`config.mk`:
```
export PLATFORM = sky130hd
export DESIGN_NAME = daily_feature_builder_flat
export DESIGN_NICKNAME = d
export VERILOG_FILES = /design/src/rtl/weather_pkg.sv /design/src/rtl/daily_feature_builder_if.sv /design/src/rtl/feature_quantizer.sv /design/src/rtl/daily_feature_builder.sv /design/src/flat_wrapper.sv
export SDC_FILE = /design/constraint.sdc
export NUM_CORES = 1
export LEC_CHECK = 0
export CAP_MARGIN = 25
export CELL_PAD_IN_SITES_DETAIL_PLACEMENT = 2
export CELL_PAD_IN_SITES_GLOBAL_PLACEMENT = 2
export CORE_MARGIN = 1
export CORE_UTILIZATION = 30
export CTS_BUF_LIST = sky130_fd_sc_hd__clkbuf_16
export DETAILED_ROUTE_END_ITERATION = 8
export GPL_TIMING_DRIVEN = 0
export PLACE_DENSITY_LB_ADDON = 0.1
export SLEW_MARGIN = 20
export SYNTH_ARGS = -nofsm -noshare
export SYNTH_HDL_FRONTEND = slang
export SYNTH_HIERARCHICAL = 1
export SYNTH_SLANG_ARGS = --single-unit
```
`constraint.sdc`:
```
create_clock -name CLOCK_50 -period 6.15 [get_ports CLOCK_50]
set_input_delay 1.845 -clock CLOCK_50 [delete_from_list [all_inputs] [get_ports CLOCK_50]]
set_output_delay 1.845 -clock CLOCK_50 [all_outputs]
set_load 0.01 [all_outputs]
```
`src/rtl/weather_pkg.sv`:
```
// Shared types and widths for the daily weather feature builder.
package weather_pkg;
   localparam int FEAT_W = 4;
   localparam int PSUM_W = 12;

   typedef enum logic {
      ST_EMPTY = 1'b0,
      ST_ACCUM = 1'b1
   } acc_state_e;
endpackage

```
`src/rtl/daily_feature_builder_if.sv`:
```
// Sample input, feature output handshake and status bundle for daily_feature_builder.
// Optional out_sample_cnt exists only when DFB_SAMPLE_CNT_EN is defined.
interface daily_feature_builder_if;
   import weather_pkg::*;

   logic                     sample_valid;
   logic signed [7:0]        sample_temp;
   logic        [7:0]        sample_precip;
   logic        [7:0]        sample_wind;
   logic                     day_end;
   logic                     feat_ready;
   logic                     feat_valid;
   logic        [FEAT_W-1:0] out_temp_max;
   logic        [FEAT_W-1:0] out_temp_min;
   logic        [FEAT_W-1:0] out_precipitation;
   logic        [FEAT_W-1:0] out_wind;
   logic                     overrun;
`ifdef DFB_SAMPLE_CNT_EN
   logic        [7:0]        out_sample_cnt;
`endif

   modport master (
      output sample_valid, sample_temp, sample_precip, sample_wind, day_end, feat_ready,
      input  feat_valid, out_temp_max, out_temp_min, out_precipitation, out_wind, overrun
`ifdef DFB_SAMPLE_CNT_EN
      , input out_sample_cnt
`endif
   );

   modport slave (
      input  sample_valid, sample_temp, sample_precip, sample_wind, day_end, feat_ready,
      output feat_valid, out_temp_max, out_temp_min, out_precipitation, out_wind, overrun
`ifdef DFB_SAMPLE_CNT_EN
      , output out_sample_cnt
`endif
   );
endinterface

```
`src/rtl/feature_quantizer.sv`:
```
// Combinational bias, arithmetic right shift and clamp to [0, 2**FEAT_W-1] for one field.
module feature_quantizer
   import weather_pkg::*;
#(
   parameter int IN_W   = 10,
   parameter int OFFSET = 0,
   parameter int SHIFT  = 0
) (
   input  logic signed [IN_W-1:0]   i_value,
   output logic        [FEAT_W-1:0] o_code
);
   localparam logic signed [IN_W-1:0] OFFS     = IN_W'(OFFSET);
   localparam logic signed [IN_W-1:0] CODE_MAX = IN_W'((1 << FEAT_W) - 1);

   logic signed [IN_W-1:0] w_biased;
   logic signed [IN_W-1:0] w_shifted;

   assign w_biased  = i_value + OFFS;
   assign w_shifted = w_biased >>> SHIFT;

   // NOTE: o_code is assigned on every path, so no latch is inferred.
   always_comb begin
      if (w_shifted[IN_W-1])
         o_code = '0;
      else if (w_shifted > CODE_MAX)
         o_code = FEAT_W'(CODE_MAX);
      else
         o_code = w_shifted[FEAT_W-1:0];
   end
endmodule

```
`src/rtl/daily_feature_builder.sv`:
```
// Accumulates one day of weather samples and presents quantized features in a one-deep slot.
// Define DFB_SAMPLE_CNT_EN to add the per-day sample count output.
module daily_feature_builder
   import weather_pkg::*;
#(
   parameter int TEMP_OFFSET  = 12,
   parameter int TEMP_SHIFT   = 2,
   parameter int PRECIP_SHIFT = 2,
   parameter int WIND_SHIFT   = 1
) (
   input logic                    CLOCK_50,
   input logic                    rst,
   daily_feature_builder_if.slave bus
);
   acc_state_e               r_state;
   logic signed [7:0]        r_tmax, r_tmin;
   logic        [PSUM_W-1:0] r_psum;
   logic        [7:0]        r_wmax;
   logic                     r_feat_valid, r_overrun;
   logic        [FEAT_W-1:0] r_out_tmax, r_out_tmin, r_out_precip, r_out_wind;

   logic signed [7:0]        w_tmax_nx, w_tmin_nx;
   logic        [PSUM_W-1:0] w_psum_nx;
   logic        [7:0]        w_wmax_nx;
   logic        [PSUM_W:0]   w_psum_add;
   logic        [FEAT_W-1:0] w_q_tmax, w_q_tmin, w_q_precip, w_q_wind;
   logic                     w_close, w_slot_free, w_load;

   assign w_psum_add = {1'b0, r_psum} + {{(PSUM_W-7){1'b0}}, bus.sample_precip};

   // Day state including this cycle's sample, so a sample alongside day_end joins the closing day.
   always_comb begin
      w_tmax_nx = r_tmax;
      w_tmin_nx = r_tmin;
      w_psum_nx = r_psum;
      w_wmax_nx = r_wmax;
      if (bus.sample_valid) begin
         if (r_state == ST_EMPTY) begin
            w_tmax_nx = bus.sample_temp;
            w_tmin_nx = bus.sample_temp;
            w_psum_nx = {{(PSUM_W-8){1'b0}}, bus.sample_precip};
            w_wmax_nx = bus.sample_wind;
         end else begin
            if (bus.sample_temp > r_tmax) w_tmax_nx = bus.sample_temp;
            if (bus.sample_temp < r_tmin) w_tmin_nx = bus.sample_temp;
            w_psum_nx = w_psum_add[PSUM_W] ? '1 : w_psum_add[PSUM_W-1:0];
            if (bus.sample_wind > r_wmax) w_wmax_nx = bus.sample_wind;
         end
      end
   end

   assign w_close     = bus.day_end && (r_state == ST_ACCUM || bus.sample_valid);
   assign w_slot_free = !r_feat_valid || bus.feat_ready;
   assign w_load      = w_close && w_slot_free;

   feature_quantizer #(.IN_W(10), .OFFSET(TEMP_OFFSET), .SHIFT(TEMP_SHIFT)) u_q_tmax (
      .i_value({{2{w_tmax_nx[7]}}, w_tmax_nx}), .o_code(w_q_tmax));
   feature_quantizer #(.IN_W(10), .OFFSET(TEMP_OFFSET), .SHIFT(TEMP_SHIFT)) u_q_tmin (
      .i_value({{2{w_tmin_nx[7]}}, w_tmin_nx}), .o_code(w_q_tmin));
   feature_quantizer #(.IN_W(PSUM_W+1), .OFFSET(0), .SHIFT(PRECIP_SHIFT)) u_q_precip (
      .i_value({1'b0, w_psum_nx}), .o_code(w_q_precip));
   feature_quantizer #(.IN_W(9), .OFFSET(0), .SHIFT(WIND_SHIFT)) u_q_wind (
      .i_value({1'b0, w_wmax_nx}), .o_code(w_q_wind));

   // NOTE: sequential state uses non-blocking assignments only; async reset clears every register.
   always_ff @(posedge CLOCK_50 or posedge rst) begin
      if (rst) begin
         r_state <= ST_EMPTY;
         r_tmax  <= '0;
         r_tmin  <= '0;
         r_psum  <= '0;
         r_wmax  <= '0;
      end else begin
         r_tmax <= w_tmax_nx;
         r_tmin <= w_tmin_nx;
         r_psum <= w_psum_nx;
         r_wmax <= w_wmax_nx;
         if (w_close)
            r_state <= ST_EMPTY;
         else if (bus.sample_valid)
            r_state <= ST_ACCUM;
      end
   end

   always_ff @(posedge CLOCK_50 or posedge rst) begin
      if (rst) begin
         r_feat_valid <= 1'b0;
         r_overrun    <= 1'b0;
         r_out_tmax   <= '0;
         r_out_tmin   <= '0;
         r_out_precip <= '0;
         r_out_wind   <= '0;
      end else begin
         if (w_load) begin
            r_feat_valid <= 1'b1;
            r_out_tmax   <= w_q_tmax;
            r_out_tmin   <= w_q_tmin;
            r_out_precip <= w_q_precip;
            r_out_wind   <= w_q_wind;
         end else if (bus.feat_ready) begin
            r_feat_valid <= 1'b0;
         end
         if (w_close && !w_slot_free)
            r_overrun <= 1'b1;
      end
   end

`ifdef DFB_SAMPLE_CNT_EN
   logic [7:0] r_cnt, r_out_cnt, w_cnt_nx;

   always_comb begin
      w_cnt_nx = r_cnt;
      if (bus.sample_valid) begin
         if (r_state == ST_EMPTY)
            w_cnt_nx = 8'd1;
         else if (r_cnt != 8'hFF)
            w_cnt_nx = r_cnt + 8'd1;
      end
   end

   always_ff @(posedge CLOCK_50 or posedge rst) begin
      if (rst) begin
         r_cnt     <= '0;
         r_out_cnt <= '0;
      end else begin
         r_cnt <= w_cnt_nx;
         if (w_load) r_out_cnt <= w_cnt_nx;
      end
   end

   assign bus.out_sample_cnt = r_out_cnt;
`endif

   assign bus.feat_valid        = r_feat_valid;
   assign bus.overrun           = r_overrun;
   assign bus.out_temp_max      = r_out_tmax;
   assign bus.out_temp_min      = r_out_tmin;
   assign bus.out_precipitation = r_out_precip;
   assign bus.out_wind          = r_out_wind;
endmodule

```
`src/flat_wrapper.sv`:
```
// flat-port wrapper written by rule: the top's interface ports become plain ports
module daily_feature_builder_flat import weather_pkg::*;
#(
   parameter int TEMP_OFFSET  = 12,
   parameter int TEMP_SHIFT   = 2,
   parameter int PRECIP_SHIFT = 2,
   parameter int WIND_SHIFT   = 1
)
  (CLOCK_50, rst, bus_sample_valid, bus_sample_temp, bus_sample_precip, bus_sample_wind, bus_day_end, bus_feat_ready, bus_feat_valid, bus_out_temp_max, bus_out_temp_min, bus_out_precipitation, bus_out_wind, bus_overrun);
  daily_feature_builder_if bus_i ();
  input logic CLOCK_50;
  input logic rst;
  input wire logic [$bits(bus_i.sample_valid)-1:0] bus_sample_valid;
  input wire logic [$bits(bus_i.sample_temp)-1:0] bus_sample_temp;
  input wire logic [$bits(bus_i.sample_precip)-1:0] bus_sample_precip;
  input wire logic [$bits(bus_i.sample_wind)-1:0] bus_sample_wind;
  input wire logic [$bits(bus_i.day_end)-1:0] bus_day_end;
  input wire logic [$bits(bus_i.feat_ready)-1:0] bus_feat_ready;
  output wire logic [$bits(bus_i.feat_valid)-1:0] bus_feat_valid;
  output wire logic [$bits(bus_i.out_temp_max)-1:0] bus_out_temp_max;
  output wire logic [$bits(bus_i.out_temp_min)-1:0] bus_out_temp_min;
  output wire logic [$bits(bus_i.out_precipitation)-1:0] bus_out_precipitation;
  output wire logic [$bits(bus_i.out_wind)-1:0] bus_out_wind;
  output wire logic [$bits(bus_i.overrun)-1:0] bus_overrun;
  assign bus_i.sample_valid = bus_sample_valid;
  assign bus_i.sample_temp = bus_sample_temp;
  assign bus_i.sample_precip = bus_sample_precip;
  assign bus_i.sample_wind = bus_sample_wind;
  assign bus_i.day_end = bus_day_end;
  assign bus_i.feat_ready = bus_feat_ready;
  assign bus_feat_valid = bus_i.feat_valid;
  assign bus_out_temp_max = bus_i.out_temp_max;
  assign bus_out_temp_min = bus_i.out_temp_min;
  assign bus_out_precipitation = bus_i.out_precipitation;
  assign bus_out_wind = bus_i.out_wind;
  assign bus_overrun = bus_i.overrun;
  daily_feature_builder #(.TEMP_OFFSET(TEMP_OFFSET), .TEMP_SHIFT(TEMP_SHIFT), .PRECIP_SHIFT(PRECIP_SHIFT), .WIND_SHIFT(WIND_SHIFT)) u_core (.CLOCK_50(CLOCK_50), .rst(rst), .bus(bus_i));
endmodule
```
# --- Word level (Yosys, flattened, before mapping) ---
# Index checks and enable logic that the tools add are counted.
word_totals:
  ff_bits: 55
  input_bits: 29
  output_inout_bits: 18
  elab_cells: 56
classes:
  addsub: 3
  n_lt_le_gt_ge: 7
  n_eq_ne: 1
  mux: 22
  reduce_logical: 10
ops:
  columns: ["op", "count"]
  rows:
  - ["$mux W8", 9]
  - ["$mux W12", 3]
  - ["$mux W4", 6]
  - ["$add A8 B5 Y9 const B", 2]
  - ["$gt A8 B8 Y1", 2]
  - ["$gt A7 B5 Y1 const B", 2]
  - ["$add A12 B8 Y13", 1]
  - ["$gt A10 B4 Y1 const B", 1]
  - ["$lt A8 B8 Y1", 1]
  - ["$gt A7 B4 Y1 const B", 1]
  - ["$mux W1", 4]
  - ["$reduce_bool A2 Y1", 2]
  - ["$logic_and A1 B1 Y1", 3]
  - ["$logic_not A1 Y1", 2]
  - ["$logic_or A1 B1 Y1", 2]
  - ["$ne A2 B2 Y1 const B", 1]
  - ["$reduce_and A2 Y1", 1]

# --- Depth between registers and ports, before layout ---
# Gate-level depths: netlist of the first run.
depth:
  depth_word: 8
  depth_mapped: 16
  mapped_depth_nobuf: 15

# --- Hierarchy ---
# Netlist of the first run, hierarchy kept.
modules_own_cells:
  columns: ["module", "n_inst", "cells_per_inst", "area_each_um2", "seq_area_each_um2"]
  rows:
  - ["daily_feature_builder", 1, 293, 3215.6, 1376.3]
  - ["feature_quantizer (u_core.u_q_tmax ...)", 2, 35, 220.2, 0.0]
  - ["feature_quantizer (u_core.u_q_precip)", 1, 9, 61.3, 0.0]
  - ["feature_quantizer (u_core.u_q_wind)", 1, 9, 41.3, 0.0]

# --- Worst setup path before layout of the first run ---
# OpenSTA, ideal clock, no wires.
synth_timing:
  kind: "input to register"
  from: "input bus_sample_temp[7]"
  to: "register u_core.r_out_tmin[0] (netlist: u_core/bus.out_temp_min[0])"
  setup_ns: 0.125
  arrival_ns: 4.514
  t_required_ns: 6.025
  slack_ns: 1.512
  stages: 13
  path_cell_list: "ha_1 -> and3_1 -> a221oi_1 -> nand3_1 -> a2bb2oi_2 -> mux2_2 -> inv_1 -> ha_1 -> and3b_1 -> and3_1 -> o21ai_1 -> o311a_1 -> mux2_2"
synth_between:
  elab_chain_len: 8
synth_rtl:
  columns: ["element", "line", "text"]
  rows:
  - ["start: declaration", "flat_wrapper.sv:14", "input wire logic [$bits(bus_i.sample_temp)-1:0] bus_sample_temp;"]
  - ["$lt A8 B8 Y1 (*)", "daily_feature_builder.sv:45", "if (bus.sample_temp < r_tmin) w_tmin_nx = bus.sample_temp;"]
  - ["$mux W8 (*)", "daily_feature_builder.sv:45", null]
  - ["$mux W8 (*)", "daily_feature_builder.sv:38", "if (r_state == ST_EMPTY) begin"]
  - ["$mux W8 (*)", "daily_feature_builder.sv:37", "if (bus.sample_valid) begin"]
  - ["net u_core.w_tmin_nx[2]", "daily_feature_builder.sv:22", "logic signed [7:0] w_tmax_nx, w_tmin_nx;"]
  - ["$add A8 B5 Y9 (*)", "feature_quantizer.sv:18", "assign w_biased = i_value + OFFS;"]
  - ["$gt A7 B5 Y1", "feature_quantizer.sv:25", "else if (w_shifted > CODE_MAX)"]
  - ["$mux W4", "feature_quantizer.sv:25", null]
  - ["$mux W4 (*)", "feature_quantizer.sv:23", "if (w_shifted[IN_W-1])"]
  - ["net u_core.w_q_tmin[0]", "daily_feature_builder.sv:26", "logic [FEAT_W-1:0] w_q_tmax, w_q_tmin, w_q_precip, w_q_wind;"]
  - ["end signal: assignment", "daily_feature_builder.sv:97", "r_out_tmin <= w_q_tmin;"]
  - ["end: declaration", "daily_feature_builder.sv:20", "logic [FEAT_W-1:0] r_out_tmax, r_out_tmin, r_out_precip, r_out_wind;"]
# The timed path passes the listed nets; every way through them passes the cells marked *.
# A chain may end at the register's enable or synchronous reset.

# --- Worst setup path after layout of the first run ---
# Ends and elaborated chain as after synthesis.

==> reports/metrics.yaml, run 1 <==
fin_crit_sh_pct: 85.5
vias_per_cell: 4.98
dpl.cell_count: 603
portBuffers: 46
drt-pass1-iter-count: 4
cap_violations: 0
rsz0062_at_grt: "false"
postSynthAreaPerCell_um2: 9.87
finClkSkew_ns: 0.00685
dp_hpwl_um: 7640
leakagePower_nw: 2.08
syn_area_mm2: 0.00376
layout.nets: 505
drv_slew: 0
endpoint_kind: "flop"
synthArstFlopShare_pct: 100
path_class: "primary input to flop"
overflow: 0
arrival_ns: 5.45
ys_warn_count: 6
synth-seq-area-share_pct: 36.6
critical-path-max-stage-delay_ns: 0.52
drt_wl_total_um: 9960
synth-edff-count: 0
drcViolationCount: 0
yosysTopAreaCellShare_pct: 36.6
cts_buffers: 5
status: "finished, final reports clean"
post_dp_cell_area_mm2: 0.00449
synth_top_area_cell: "dfrtp_1"
post_drt_wl_per_cell_um: 16.3
cts.path.max_buffers: 2
synth_seq_cells: 55
cp-start-kind: "primary input"
drive_gt1_share_pct: 16.5
grt_usage_pct: 16.8
fmax_mhz: 190
slew_headroom_pct: 55.9
setup_violations: 0
cts_tree: "built"
tns_ns: 0
ys_types: 63
holdBufCountCts: 0
die_x_um: 114
clkLatencyLatePin_ns: 0.30
crit_fanout: 7
core_mm2: 0.0121
gp_congestion: 0.764
nFillCells: 1342
cts_resized: 0
post-route-min-period_ns: 5.26
fin_hold_ws_ns: 0.496
antenna_found_initial: 0
final_cell_mix: "dfrtp_1, clkdlybuf4s50_1, inv_1"
dieArea_mm2: 0.0130
row_count: 40
total_power_mw: 1.34
ir_worst_vdd_mv: 0.109
syn_inst: 381
mostFrequentLayoutCell: "dfrtp_1"
drt_iter0_drc: 62
clockRootBuffer: "clkbuf_16"
worst_pin_slew_ns: 0.655
netlist_top_cells_area: "dfrtp_1, mux2_2, ha_1"
grt_pass1_vias: 3331
design_area_mm2: 0.00463
cp_slowest_cell: "clkdlybuf4s50_1"
drtAntennaViolNets: 0
syn2layout_area_growth_pct: 23.1
crit_required_ns: 6.34
place_ws_ns: 0.559
clk_pin_slew_ns: 0.08
vias: 3043
die_y_um: 114
start_util_pct: 31.0
fin_util_pct: 38.2
finalHoldViolCount: 0
grt_pass1_wl_um: 17100
cts_sinks: 55
path_cells: "clkdlybuf4s50_1 -> ha_1 -> and3_1 -> a221oi_1 -> nand3_1 -> a2bb2oi_2 -> mux2_2 -> inv_1 -> ha_1 -> and3b_1 -> and3_1 -> o21ai_1 -> o311a_1 -> mux2_2"
ctsHtreeMaxLevel: 2
n_antenna_cell: 0
hp-class: "flop to flop"
grt_max_degree: 42
power_density_mw_per_mm2: 289
io_pins: 47
synth-main-ff-cell: "dfrtp_1"
post-cts-setup-buffers: 0
layout_setup_ws_ns: 0.890
instances_no_fill: 611
-- final cells by class --
cell class / instances / area (µm²) / share of cell area (%)
clock buffer: 5 / 125 / 2.70
buffer: 8 / 43.8 / 0.946
clock inverter: 3 / 16.3 / 0.352
multi-input combinational: 282 / 2200 / 47.6
sequential: 55 / 1380 / 29.7
tap: 168 / 210 / 4.54
timing repair buffer: 47 / 488 / 10.5
inverter: 43 / 164 / 3.54
-- cell usage after synthesis (2+ instances only) --
cell and number:
inv_1 43, o21ai_1 9, o211a_1 2, nor3_2 2, or2_1 2, a21o_1 7
nor2_1 19, nand2_1 20, o22ai_1 3, nand3_1 11, o21ai_2 2, ha_1 33
a31oi_1 2, o221ai_1 6, a21oi_2 2, o311a_1 2, nor4_1 2, and3_1 4
and3b_1 2, or2_2 3, nand4_1 4, buf_2 2, nor3b_1 2, mux2_4 2
nor2b_1 4, a21oi_1 27, xor2_1 3, nor3_1 4, and4_1 2, xnor2_1 7
mux2_2 39, o21ai_0 17, clkbuf_1 4, or2b_1 2, nand2b_1 4, dfrtp_1 55
-- metal layers --
metal | up-vias | global-route usage [%] | wire length [µm]
met2 | 35 | 27.4 | 4560
met4 | 0 | 4.16 | 97
met5 | - | 0 | 0
met3 | 7 | 2.82 | 255
li1 | 1478 | - | -
met1 | 1523 | 23.1 | 5050
-- power breakdown --
part           internal, mW  switching (mW)  total, mW
clock network         0.150           0.142      0.292
logic                 0.276           0.288      0.563
registers             0.439          0.0420      0.481
total                 0.864           0.472       1.34
-- final timing paths --
kind	endpoint	slack, ns	from	cells after the start
max	u_core/bus.out_temp_min[0]	0.89	bus_sample_temp[7]	14
min	u_core/bus.overrun	0.50	u_core/bus.overrun	1
max reg2reg	u_core/bus.out_temp_min[0]	2.65	u_core/r_tmin[7]	14
min reg2reg	u_core/bus.overrun	0.50	u_core/bus.overrun	1
max in group asynchronous	u_core/bus.out_precipitation[3]	3.82	rst	3
min in group asynchronous	u_core/bus.out_temp_min[0]	1.82	rst	2
-- logic make-up after synthesis --
| logic type | count (synthesis) | synth area share, % |
|---|---|---|
| other | 1 | 0.0998 |
| adder cells (fa/ha/maj) | 34 | 11.5 |
| multiplexers | 41 | 12.5 |
| AND/OR/NAND/NOR | 94 | 14.2 |
| buffers and inverters | 51 | 5.46 |
| XOR/XNOR | 10 | 2.33 |
| AO/OA/AOI/OAI | 95 | 17.2 |
| flip-flops | 55 | 36.6 |
-- worst max-delay path, delay by kind of cell --
kind                       cells  cell delay (ns)
AOI/OAI and AO/OA              4             0.96
adders and majority gates      2             0.64
buffers and inverters          2             0.60
muxes                          2             0.61
and+or+nand+nor                4             0.81
-- registers in the layout (all words and copies together), names as in the netlist --
name	cells
u_core/bus.out_precipitation	4
u_core/r_psum	12
u_core/bus.out_wind	4
u_core/r_tmax	8
u_core/bus.out_temp_min	4
u_core/r_wmax	8
u_core/bus.out_temp_max	4
u_core/bus.feat_valid	1
u_core/bus.overrun	1
u_core/r_tmin	8
u_core/r_state	1
Power figures use the tool's default switching activity.
==> inputs of run 2 (changes only) <==
--- a/config.mk
+++ b/config.mk
@@ -13,6 +13,7 @@
 export CTS_BUF_LIST = sky130_fd_sc_hd__clkbuf_16
 export DETAILED_ROUTE_END_ITERATION = 8
 export GPL_TIMING_DRIVEN = 0
+export MAX_ROUTING_LAYER = met4
 export PLACE_DENSITY_LB_ADDON = 0.1
 export SLEW_MARGIN = 20
 export SYNTH_ARGS = -nofsm -noshare
==> reports/metrics.yaml, run 2 (synthesized netlist as in run 1, its figures left out) <==
drive_gt1_share_pct: 16.5  # unchanged
hp-class: "flop to flop"
post-cts-setup-buffers: 0  # unchanged
dp_hpwl_um: 7640  # unchanged
vias: 3046  # +0.099%
cts.path.max_buffers: 2  # unchanged
fin_crit_sh_pct: 85.5  # about the same
core_mm2: 0.0121  # unchanged
reg2reg_depth: 14  # unchanged
grt_usage_pct: 17.3  # +0.50 points
cp_slowest_cell: "clkdlybuf4s50_1"
critical-path-max-stage-delay_ns: 0.52  # about the same
grt_pass1_wl_um: 17100  # about the same
holdPathStages: 1  # unchanged
layout_setup_ws_ns: 0.890  # -0.000159 ns
start_util_pct: 31.0  # unchanged
finClkSkew_ns: 0.00694  # +0.0000929 ns
arrival_ns: 5.45  # about the same
final_cell_mix: "dfrtp_1, clkdlybuf4s50_1, inv_1"
setup_violations: 0  # unchanged
n_antenna_cell: 0  # unchanged
post_drt_wl_per_cell_um: 16.3  # about the same
leakagePower_nw: 2.08  # unchanged
overflow: 0  # unchanged
path_cells: "clkdlybuf4s50_1 -> ha_1 -> and3_1 -> a221oi_1 -> nand3_1 -> a2bb2oi_2 -> mux2_2 -> inv_1 -> ha_1 -> and3b_1 -> and3_1 -> o21ai_1 -> o311a_1 -> mux2_2"
largest_register_ffs: 12  # unchanged
drv_slew: 0  # unchanged
ir_worst_vdd_mv: 0.109  # about the same
die_y_um: 114  # unchanged
drtAntennaViolNets: 0  # unchanged
clkLatencyLatePin_ns: 0.30  # about the same
place_ws_ns: 0.559  # unchanged
power_density_mw_per_mm2: 289  # about the same
row_count: 40  # unchanged
die_x_um: 114  # unchanged
cts_buffers: 5  # unchanged
crit_fanout: 7  # unchanged
drt-pass1-iter-count: 4  # unchanged
fin_hold_ws_ns: 0.496  # -0.00000100 ns
vias_per_cell: 4.99  # about the same
cap_violations: 0  # unchanged
gp_congestion: 0.774  # +1.3%
cts_tree: "built"
syn2layout_area_growth_pct: 23.1  # unchanged
dieArea_mm2: 0.0130  # unchanged
cts_sinks: 55  # unchanged
cp-start-kind: "primary input"
antenna_found_initial: 0  # unchanged
mostFrequentLayoutCell: "dfrtp_1"
clk_pin_slew_ns: 0.08  # about the same
grt_max_degree: 42  # unchanged
ctsHtreeMaxLevel: 2  # unchanged
finalHoldViolCount: 0  # unchanged
fin_util_pct: 38.2  # unchanged
layout.nets: 505  # unchanged
io_pins: 47  # unchanged
rsz0062_at_grt: "false"
path_class: "primary input to flop"
grt_pass1_vias: 3332  # +0.030%
tns_ns: 0  # unchanged
endpoint_kind: "flop"
slew_headroom_pct: 55.9  # unchanged
crit_required_ns: 6.34  # about the same
drt_wl_total_um: 9960  # about the same
post-route-min-period_ns: 5.26  # +0.000159 ns
holdBufCountCts: 0  # unchanged
clockRootBuffer: "clkbuf_16"
drt_iter0_drc: 61  # -1.6%
fmax_mhz: 190  # about the same
worst_pin_slew_ns: 0.655  # unchanged
status: "finished, final reports clean"
drcViolationCount: 0  # unchanged
regMostFlops: "u_core/r_psum"
portBuffers: 46  # unchanged
cts_resized: 0  # unchanged
## run 2: cell counts in the layout (fill, tap and decap cells not counted)
Identical to the previous run, type by type.
## run 2: layer usage
| metal | vias up | track usage [%] | part of all wire [%] |
|---|---|---|---|
| met4 | 0 | 4.16 | 0.97 |
| met1 | 1524 | 23.2 | 51 |
| met3 | 7 | 2.66 | 2.3 |
| met2 | 35 | 27.4 | 46 |
| met5 | - | - | 0 |
| li1 | 1480 | - | - |
## run 2: final timing paths
path / to / from / slack (ns)
setup / recovery: u_core/bus.out_temp_min[0] / bus_sample_temp[7] / 0.89
max in group asynchronous: u_core/bus.out_precipitation[3] / rst / 3.82
hold / removal: u_core/bus.overrun / u_core/bus.overrun / 0.50
hold reg to reg: u_core/bus.overrun / u_core/bus.overrun / 0.50
min in group asynchronous: u_core/bus.out_temp_min[0] / rst / 1.82
setup reg to reg: u_core/bus.out_temp_min[0] / u_core/r_tmin[7] / 2.65
## run 2: power breakdown
part	switching (mW)	internal (mW)
logic	0.288	0.276
registers	0.0421	0.439
clock network	0.143	0.150
total	0.472	0.864
## run 2: final cells by class
type	instances	area (µm²)
clock buffers	5	125
plain buffers	8	43.8
well taps	168	210
flip-flops and latches	55	1380
fillers	1342	7480
clock inverters	3	16.3
inverters	43	164
multi-input cells	282	2200
repair buffers	47	488
## run 2: worst max-delay path: cells and delay by family
family / cells / cell delay, ns
buffers and inverters: 2 / 0.60
adders and majority gates: 2 / 0.64
muxes: 2 / 0.61
AOI/OAI and AO/OA: 4 / 0.96
and+or+nand+nor: 4 / 0.81
## run 2: through the flow
stage	instances	instance area [µm²]	total power, mW
6_report	611	4630	1.34
5_1_grt	611	4630	1.44
4_1_cts	611	4630	1.36
3_5_place_dp	603	4490	1.06
3_3_place_gp	602	4460	1.03
2_1_floorplan	388	3780	0.852
